<file path="src/rtl/imem_fetch_ctrl.sv">
`default_nettype none
// ============================================================================
//  Module   : imem_fetch_ctrl
//  Purpose  : Shares the single-port instruction memory between a program
//             loader and the fetch stage. Owns the PC and presents a
//             registered {pc_f, instr_f, instr_valid} bundle to decode.
//  Revision : 1.0  initial release
// ============================================================================
module imem_fetch_ctrl #(
  parameter int          ADDR_W   = 10,
  parameter logic [31:0] RESET_PC = 32'h0000_0000
) (
  input  logic              clk,
  input  logic              rst,
  input  logic              load_en,
  input  logic              ld_valid,
  output logic              ld_ready,
  input  logic [ADDR_W-1:0] ld_addr,
  input  logic [31:0]       ld_data,
  input  logic              stall_f,
  input  logic              redirect_en,
  input  logic [31:0]       redirect_pc,
  output logic              mem_we,
  output logic [ADDR_W-1:0] mem_addr,
  output logic [31:0]       mem_wdata,
  input  logic [31:0]       mem_rdata,
  output logic [31:0]       pc_f,
  output logic [31:0]       instr_f,
  output logic              instr_valid,
  output logic              running
);

  typedef enum logic [1:0] {
    S_IDLE = 2'd0,
    S_LOAD = 2'd1,
    S_RUN  = 2'd2
  } state_t;

  localparam logic [31:0] c_pc_step    = 32'd4;
  localparam logic [31:0] c_align_mask = 32'hFFFF_FFFC;

  state_t      r_state;
  logic [31:0] r_pc;
  logic [31:0] r_pc_f;
  logic [31:0] r_instr_f;
  logic        r_instr_valid;

  logic        w_in_load;

  assign w_in_load = (r_state == S_LOAD);

  // Memory port mux: loader owns the port only while in LOAD.
  assign ld_ready  = w_in_load;
  assign mem_we    = w_in_load & ld_valid;
  assign mem_addr  = w_in_load ? ld_addr : r_pc[ADDR_W+1:2];
  assign mem_wdata = ld_data;

  assign pc_f        = r_pc_f;
  assign instr_f     = r_instr_f;
  assign instr_valid = r_instr_valid;
  assign running     = (r_state == S_RUN);

  // Sequencer FSM, PC and registered fetch bundle.
  always_ff @(posedge clk or posedge rst) begin
    if (rst) begin
      r_state       <= S_IDLE;
      r_pc          <= RESET_PC;
      r_pc_f        <= 32'd0;
      r_instr_f     <= 32'd0;
      r_instr_valid <= 1'b0;
    end else begin
      case (r_state)
        S_IDLE: begin
          r_pc          <= RESET_PC;
          r_instr_valid <= 1'b0;
          r_state       <= load_en ? S_LOAD : S_RUN;
        end
        S_LOAD: begin
          r_instr_valid <= 1'b0;
          if (!load_en) begin
            r_state <= S_RUN;
            r_pc    <= RESET_PC;
          end
        end
        S_RUN: begin
          if (load_en) begin
            r_state       <= S_LOAD;
            r_instr_valid <= 1'b0;
          end else if (redirect_en) begin
            // Redirect wins over stall; low address bits are silently dropped.
            r_pc          <= redirect_pc & c_align_mask;
            r_instr_valid <= 1'b0;
          end else if (!stall_f) begin
            r_pc_f        <= r_pc;
            r_instr_f     <= mem_rdata;
            r_instr_valid <= 1'b1;
            r_pc          <= r_pc + c_pc_step;
          end
        end
        default: begin
          r_state       <= S_IDLE;
          r_instr_valid <= 1'b0;
        end
      endcase
    end
  end

endmodule
`default_nettype wire

</file>
<file path="config.mk">
export PLATFORM = sky130hd
export DESIGN_NAME = imem_fetch_ctrl
export DESIGN_NICKNAME = d
export VERILOG_FILES = /design/src/rtl/imem_fetch_ctrl.sv
export SDC_FILE = /design/constraint.sdc
export NUM_CORES = 1
export LEC_CHECK = 0
export ABC_CLOCK_PERIOD_IN_PS = 3100
export CORE_MARGIN = 4
export CORE_UTILIZATION = 37
export DETAILED_ROUTE_END_ITERATION = 12
export GPL_TIMING_DRIVEN = 0
export PLACE_DENSITY = 0.74
export SYNTH_ARGS = -nofsm -noshare
export SYNTH_HDL_FRONTEND = slang
export SYNTH_SLANG_ARGS = --single-unit
export TNS_END_PERCENT = 100
</file>
<file path="constraint.sdc">
create_clock -name clk -period 3.1 [get_ports clk]
set_input_delay 0.62 -clock clk [delete_from_list [all_inputs] [get_ports clk]]
set_output_delay 0.62 -clock clk [all_outputs]
set_load 0.02 [all_outputs]
</file>
==> flow_summary.yaml, run 1 <==
routing:
  wl_mm: 14.9
  drc: 0
  wire_per_inst_um: 16.1
  drt_iter0_markers: 351
  vias: 4724
  final_antenna_net_count: 0
  viasPerCell: 5.11
  firstDrtPassIters: 5
power:
  p_leak_uw: 0.00319
  p_int_uw: 2450
  sw_frac_of_total: 0.296
  power_density_nw_per_um2: 492
  power.total_uw: 3480
  power_frac_clock: 0.300
  ir_worst_vdd_mv: 0.266
  p_comb_frac: 0.274
  seqPwrFrac: 0.426
  p_sw_uw: 1030
sta:
  layout_setup_ws_ns: 0.149
  tightest_slew_ns: 0.807
  finalClockSkew_ns: 0.00651
  finalHoldViolations: 0
  relSlewSlack: 0.457
  fmax_mhz: 339
  rsz0062_at_grt: "false"
  drv_slew: 0
  fin_crit_sh: 0.952
  setup_viol: 0
  post-route-min-period_ns: 2.95
synthesis:
  synthFlopType: "dfrtp_1"
  netlist_instances: 554
  synth_compound_area_frac: 0.111
  synth_mux_area_frac: 0.0237
  synth_top_area_frac: 0.506
  synth_area_per_cell_um2: 8.48
  synth-xor-area-share: 0.00186
  yosys.area_share.simple: 0.270
  synth_edf_count: 0
  yosys.area_share.adder: 0.00266
  synth_area_leaders: "dfrtp_1 51%, nand2_1 16%, buf_4 5.4%"
  async_reset_ff_frac: 1.00
  synth_top_family_by_area: "simple AND/OR/NAND/NOR gates"
  yosysSeqAreaShare: 0.506
  synth-seq-cells: 95
  ys_types: 44
  yosysWarningCount: 0
  yosysTopAreaCell: "dfrtp_1"
  synth_area_um2: 4700
clocking:
  cts-root-buf: "clkbuf_16"
  clock_latency_ns: 0.34
  cts_max_level: 3
  cts_tree: "done"
  cts_buffers: 9
  cts_sinks: 95
  postCtsHoldBufs: 0
  cts_max_path_buffers: 2
  path_clk_slew_ns: 0.06
worst_setup_path:
  critPathCaptureType: "primary output"
  crit_type: "register to primary output"
  worstReg2RegEnd: "pc_f[17]$_DFFE_PP0P_"
  cp_data_arrival_time_ns: 2.33
  r2r-start: "r_state[0]$_DFFE_PP0P_"
  start_kind: "register"
  crit_start: "r_state[1]$_DFFE_PP0P_"
  critPathCapture: "mem_addr[5]"
  r2r_cells: 6
  r2r_slack_ns: 0.59
  cp.required_ns: 2.48
  path_max_fanout: 10
die:
  rows: 40
  ios: 222
  die_x_um: 121
  start_util: 0.385
  dieArea_um2: 14600
  fp.dieH_um: 121
  core_area_um2: 12200
global_route:
  grt_pass1_vias: 4734
  antenna_found_initial: 0
  grt_max_degree: 72
  grt_pass1_wl_mm: 23.8
  grt_overflow: 0
  grt_usage: 0.204
placement:
  gp_congestion: 0.872
  port_buffers: 185
  pre_cts_slack_ns: -0.306
  dpl.cell_count: 909
  hpwl_mm: 11.2
final_layout:
  multi_input_area_um2: 1940
  syn_to_final_growth_pct: 50.6
  regArea_um2: 2380
  instances_no_fill: 925
  final_cell_mix: "206 x nand2_1, 185 x clkdlybuf4s50_1, 95 x dfrtp_1"
  final_nets: 865
  diodes: 0
  final_common_cell: "nand2_1"
  layout-drive-gt1-share: 0.0898
  fillCellCount: 1133
status:
  status: "finished clean"
worst_hold_path:
  worst_hold_path_type: "register to register"
flow_run:
  max-cap-violations: 0
[Yosys cell counts (2+ instances only)]
cell and n:
nand2_1 206, dfrtp_1 95, buf_4 34, o21ai_0 33, clkbuf_1 23, a21oi_1 21, nand3_1 18, nor2_1 16
mux2_2 9, nand4_1 8, nor3_1 8, nor4_1 7, a22oi_1 5, a31oi_1 5, and3_1 5, inv_1 5
o211ai_1 5, or3_1 5, buf_1 4, o22ai_1 4, or4_1 4, a221o_1 3, buf_2 3, nand2b_1 3
nor4_2 3, nor2b_1 2, o311ai_0 2, o31ai_1 2
[layout make-up]
type / instances / area share
plain buffers: 65 / 0.0536
clock buffers: 16 / 0.0384
multi-input cells: 390 / 0.274
repair buffers: 186 / 0.266
flip-flops and latches: 95 / 0.336
inverters: 5 / 0.00301
well taps: 168 / 0.0297
[power groups by stage]
stage	sequential, uW	clock (uW)	combinational (uW)
final	1480	1040	953
after global routing	1500	1120	1020
after CTS	1480	1060	963
after detailed placement	1510	0	957
after global placement	1500	0	938
after floorplan	1650	0	289
[repair_timing]
action / in CTS / in global routing
setup endpoints to repair: 4 / 14
setup buffers: 0 / 0
resized for setup: 1 / 3
[flip-flops by register name (all words and copies together), names as in the netlist]
signal	count
r_pc	30
r_state	2
instr_valid	1
instr_f	32
pc_f	30
[metrics by stage]
step / utilization / hold WS (ns) / TNS, ns / instance area [um^2]
5_1_grt: 0.579 / 0.493 / 0 / 7080
4_1_cts: 0.579 / 0.477 / 0 / 7070
3_3_place_gp: 0.554 / 0.458 / -138.43 / 6760
6_report: 0.579 / 0.474 / 0 / 7080
2_1_floorplan: - / 0.469 / 0 / 4700
3_5_place_dp: 0.556 / 0.462 / -2.73 / 6790
[cell families after synthesis]
kind of cell | after synthesis
other cells | 1
mux | 10
simple gates | 289
xor+xnor | 1
buf+inv | 70
compound gates | 87
flops | 95
fa+ha+maj | 1
[per-layer routing]
metal / vias to the layer above / wire, um / global-route usage
met5: - / 0 / 0
met4: 0 / 331 / 0.0829
met3: 24 / 1210 / 0.0505
met2: 228 / 7030 / 0.328
met1: 2241 / 6290 / 0.264
li1: 2231 / - / -
[worst min path at each step]
stage | from | endpoint | slack (ns) | cells after the start
final | pc_f[21]$_DFFE_PP0P_ | pc_f[21]$_DFFE_PP0P_ | 0.47 | 2
after global routing | instr_f[30]$_DFFE_PP0P_ | instr_f[30]$_DFFE_PP0P_ | 0.49 | 2
after CTS | pc_f[21]$_DFFE_PP0P_ | pc_f[21]$_DFFE_PP0P_ | 0.48 | 2
after detailed placement | instr_f[0]$_DFFE_PP0P_ | instr_f[0]$_DFFE_PP0P_ | 0.46 | 2
after global placement | instr_f[9]$_DFFE_PP0P_ | instr_f[9]$_DFFE_PP0P_ | 0.46 | 2
after floorplan | r_pc[31]$_DFFE_PP0P_ | pc_f[31]$_DFFE_PP0P_ | 0.47 | 2
[critical path, stage by stage, from the launching register on]
cell,delay (ns)
dfrtp_1,0.46
nor2b_1,0.16
clkbuf_2,0.20
clkbuf_2,0.25
mux2_2,0.36
clkdlybuf4s50_1,0.55
Note: power is estimated with default switching activity, not from simulation.
==> inputs of run 2 (changes only) <==
Settings changed: PLACE_DENSITY 0.74 to 0.87.
==> run 2 against run 1 <==
Combinational power shrank 0.6%; sequential power is essentially flat; sequential cell count is the same; critical path type unchanged; total power grew 4.9%; highest routed layer unchanged; cell area grew 0.71%.
==> flow_summary.yaml, run 2 (synthesis gave the netlist of run 1 again) <==
clocking:
  clock_latency_ns: 0.34
  cts_max_path_buffers: 2
  cts_tree: "done"
  cts-root-buf: "clkbuf_16"
  path_clk_slew_ns: 0.07
  cts_buffers: 9
  cts_max_level: 3
  cts_sinks: 95
  postCtsHoldBufs: 0
worst_setup_path:
  start_kind: "register"
  crit_type: "register to primary output"
  path_delay_family: "buffers and inverters"
  cp_data_arrival_time_ns: 2.34
  cp.required_ns: 2.48
  path_buf_inv: 3
  cpMaxStageDelayCell: "clkdlybuf4s50_1"
  path_max_fanout: 10
  max_stage_delay_ns: 0.56
  crit_chain: "nor2b_1 -> clkbuf_2 -> clkbuf_2 -> mux2_2 -> clkdlybuf4s50_1"
  r2r_cells: 6
  critPathCaptureType: "primary output"
  crit_top_cell: "clkbuf_2"
  cp.depth: 5
sta:
  setup_viol: 0
  worst_hold_slack_ns: 0.472
  tightest_slew_ns: 0.957
  relSlewSlack: 0.357
  finalHoldViolations: 0
  finalClockSkew_ns: 0.00849
  rsz0062_at_grt: "false"
  fin_crit_sh: 0.955
  fmax_mhz: 338
  drv_slew: 0
  post-route-min-period_ns: 2.96
die:
  dieArea_um2: 14600
  ios: 222
  die_x_um: 121
  rows: 40
  fp.dieH_um: 121
  start_util: 0.385
  core_area_um2: 12200
routing:
  drt_iter0_markers: 362
  wl_mm: 14.2
  viasPerCell: 5.03
  final_antenna_net_count: 0
  vias: 4650
  drc: 0
  firstDrtPassIters: 5
  wire_per_inst_um: 15.4
final_layout:
  largest_reg_flops: 32
  layout-drive-gt1-share: 0.0964
  regArea_um2: 2380
  diodes: 0
  final_nets: 865
  fillCellCount: 1105
  final_cell_mix: "206 x nand2_1, 185 x clkdlybuf4s50_1, 95 x dfrtp_1"
  syn_to_final_growth_pct: 51.7
  multi_input_area_um2: 1930
  final_common_cell: "nand2_1"
power:
  power_density_nw_per_um2: 512
  power.total_uw: 3650
  ir_worst_vdd_mv: 0.286
  p_leak_uw: 0.00322
status:
  status: "finished clean"
worst_hold_path:
  worst_hold_path_type: "register to register"
  hold_path_depth: 2
global_route:
  antenna_found_initial: 0
  grt_usage: 0.189
  grt_max_degree: 74
  grt_pass1_wl_mm: 22.1
  grt_overflow: 0
  grt_pass1_vias: 4407
placement:
  gp_congestion: 0.858
  hpwl_mm: 10.8
  port_buffers: 185
flow_run:
  max-cap-violations: 0
-- run 2: changes by cell type in the layout (fill, tap and decap cells not counted), sizes merged --
| cell | previous run | this run |
|---|---|---|
| clkbuf | 40 | 34 |
| inv | 5 | 6 |
| clkinv | 0 | 3 |
| bufinv | 0 | 2 |
-- run 2: layout make-up --
class / instances / share of cell area
plain buffers: 65 / 0.0532
clock buffers: 10 / 0.0335
clock inverters: 6 / 0.0128
inverters: 5 / 0.00299
multi-input cells: 390 / 0.271
flip-flops and latches: 95 / 0.334
well taps: 168 / 0.0295
repair buffers: 186 / 0.264
-- run 2: tightest hold or removal path, stage by stage, from the launching register on --
cell	delay (ns)
dfrtp_1	0.34
nand2_1	0.05
nand2_1	0.05
-- run 2: worst paths after layout --
path | start | endpoint | slack, ns
setup / recovery | r_state[1]$_DFFE_PP0P_ | mem_addr[7] | 0.14
hold / removal | instr_f[22]$_DFFE_PP0P_ | instr_f[22]$_DFFE_PP0P_ | 0.47
setup reg to reg | r_state[1]$_DFFE_PP0P_ | pc_f[17]$_DFFE_PP0P_ | 0.40
hold reg to reg | instr_f[22]$_DFFE_PP0P_ | instr_f[22]$_DFFE_PP0P_ | 0.47
max in group asynchronous | rst | instr_valid$_DFFE_PP0P_ | 1.84
min in group asynchronous | rst | instr_f[19]$_DFFE_PP0P_ | 0.60
-- run 2: routing by layer --
layer,GRT usage,vias to the layer above,wire (um)
li1,-,2233,-
met2,0.299,220,6850
met5,0,-,0
met1,0.251,2164,5770
met3,0.0327,33,1130
met4,0.0907,0,446
-- run 2: stage by stage --
step / utilization / setup slack [ns] / cell area (um^2) / TNS [ns] / instances
floorplan: - / 0.00298 / 4700 / 0 / 555
global placement: 0.554 / -1.46 / 6760 / -139.02 / 908
detailed placement: 0.556 / -0.181 / 6790 / -1.63 / 909
CTS: 0.583 / 0.00706 / 7120 / 0 / 925
global route: 0.584 / 0.0107 / 7130 / 0 / 925
finish: 0.584 / 0.140 / 7130 / 0 / 925
-- run 2: what timing repair did --
action / 4_1_cts / 5_1_grt
resized for setup: 1 / 2
hold endpoints to repair: 0 / 0
setup endpoints to repair: 4 / 4
buffers inserted: 0 / 0
-- run 2: report_power, final --
part | total [uW] | switching (uW) | leakage (uW) | internal [uW]
sequential | 1480 | 93.4 | 0.00127 | 1390
clock | 1220 | 489 | 0.000163 | 734
combinational | 947 | 473 | 0.00179 | 474
total | 3650 | 1060 | 0.00322 | 2590
==> inputs of run 3 (changes only) <==
Settings changed: SLEW_MARGIN set to 20.
==> run 3 against run 2 <==
Critical path depth did not move; global-route usage rose by 0.16 points; sequential cell count did not move; worst hold slack got worse by 0.00076 ns; total power fell by 3.0%; combinational power barely moved; clock power fell by 9%; register-to-register slack improved by 0.24 ns; cell count did not move; sequential share of layout area rose by 0.088 points; worst setup slack improved by 0.028 ns.
==> flow_summary.yaml, run 3 (synthesis gave the netlist of run 1 again) <==
worst_setup_path:
  cp.required_ns: 2.48
  critPathCaptureType: "primary output"
  start_kind: "register"
  crit_type: "register to primary output"
  cp_data_arrival_time_ns: 2.31
  path_max_fanout: 10
sta:
  finalSetupTns_ns: 0
  tightest_slew_ns: 0.693
  fin_crit_sh: 0.946
  post-route-min-period_ns: 2.93
  rsz0062_at_grt: "false"
  fmax_mhz: 341
  layout_setup_ws_ns: 0.168
  finalHoldViolations: 0
  drv_slew: 0
  finalClockSkew_ns: 0.00755
  worst_hold_slack_ns: 0.471
  relSlewSlack: 0.534
  setup_viol: 0
final_layout:
  regArea_um2: 2380
  final_nets: 865
  diodes: 0
  syn_to_final_growth_pct: 51.3
  final_cell_area_um2: 7110
  multi_input_area_um2: 1940
  fillCellCount: 1088
  final_common_cell: "nand2_1"
  final_cell_mix: "206 x nand2_1, 185 x clkdlybuf4s50_1, 95 x dfrtp_1"
  largest_reg_flops: 32
  layout-drive-gt1-share: 0.0951
routing:
  met3_length_um: 929
  wire_per_inst_um: 15.4
  top_layer: "met4"
  drt_iter0_markers: 304
  firstDrtPassIters: 5
  viasPerCell: 4.98
  wl_mm: 14.3
  wl_met1_mm: 5.92
  final_antenna_net_count: 0
  vias: 4611
  drc: 0
  routed-wl-met2_mm: 7.10
placement:
  port_buffers: 185
  placed_area_um2: 6800
  hpwl_mm: 10.8
  gp_congestion: 0.858
  pre_cts_slack_ns: -0.141
flow_run:
  max-cap-violations: 0
clocking:
  postCtsHoldBufs: 0
  cts_buffers: 9
  cts_max_level: 3
  clock_latency_ns: 0.34
  cts_sinks: 95
  cts_max_path_buffers: 2
  path_clk_slew_ns: 0.06
  cts_setup_buffers: 0
  cts_tree: "done"
  cts-root-buf: "clkbuf_16"
die:
  start_util: 0.385
  die_x_um: 121
  ios: 222
  fp.dieH_um: 121
  core_area_um2: 12200
  rows: 40
  dieArea_um2: 14600
global_route:
  grt_pass1_wl_mm: 22.1
  grt_overflow: 0
  grt_usage: 0.190
  antenna_found_initial: 0
  grt_max_degree: 74
  grt_pass1_vias: 4359
power:
  power.total_uw: 3540
  p_leak_uw: 0.00320
  power_density_nw_per_um2: 498
  ir_worst_vdd_mv: 0.407
worst_hold_path:
  worst_hold_path_type: "register to register"
status:
  status: "finished clean"
==> run 3: cell types whose count changed in the layout (fill, tap and decap cells not counted) <==
| cell | previous run | this run |
|---|---|---|
| clkinv_4 | 2 | 0 |
| nor4_4 | 0 | 1 |
| bufinv_16 | 2 | 1 |
| clkbuf_1 | 21 | 22 |
| clkinvlp_4 | 0 | 3 |
| nor4_2 | 3 | 2 |
| inv_4 | 1 | 0 |
==> run 3: final timing paths <==
kind                                         from                      end  slack [ns]  cells past startpoint
setup / recovery           r_state[1]$_DFFE_PP0P_              mem_addr[7]        0.17                      5
hold / removal               pc_f[28]$_DFFE_PP0P_     pc_f[28]$_DFFE_PP0P_        0.47                      2
setup reg to reg           r_state[0]$_DFFE_PP0P_     pc_f[17]$_DFFE_PP0P_        0.64                      6
hold reg to reg              pc_f[28]$_DFFE_PP0P_     pc_f[28]$_DFFE_PP0P_        0.47                      2
max in group asynchronous                     rst   r_state[1]$_DFFE_PP0P_        1.87                      3
min in group asynchronous                     rst  instr_f[12]$_DFFE_PP0P_        0.60                      2
==> run 3: report_power, final <==
| part | switching [uW] | internal [uW] | leakage [uW] | total (uW) |
|---|---|---|---|---|
| Sequential | 94.1 | 1390 | 0.00127 | 1480 |
| Combinational | 473 | 474 | 0.00179 | 948 |
| Clock | 466 | 646 | 0.000138 | 1110 |
| Total | 1030 | 2510 | 0.00320 | 3540 |
==> run 3: final cells by class <==
class                   count  share of cell area
plain buffers              65              0.0533
clock buffers              11              0.0342
clock inverters             5             0.00810
inverters                   5             0.00335
multi-input cells         390               0.273
flip-flops and latches     95               0.335
well taps                 168              0.0296
repair buffers            186               0.264
==> run 3: per-layer routing <==
metal | vias to the layer above | global-route usage
met4 | 0 | 0.0786
met1 | 2179 | 0.246
li1 | 2230 | -
met5 | - | 0
met3 | 21 | 0.0407
met2 | 181 | 0.310
==> run 3: stage by stage <==
step                 util  cells
floorplan               -    555
global placement    0.554    908
detailed placement  0.556    909
CTS                 0.581    925
global route        0.582    925
finish              0.582    925
==> run 3: what timing repair did <==
action,in CTS,in global routing
setup endpoints to repair,4,7
resized for setup,1,3
cloned,0,0
==> run 3: worst max-delay path, stage by stage, from the launching register on <==
cell             delay, ns
dfrtp_1               0.45
nor2b_1               0.13
clkbuf_2              0.21
clkbuf_2              0.25
mux2_2                0.37
clkdlybuf4s50_1       0.56
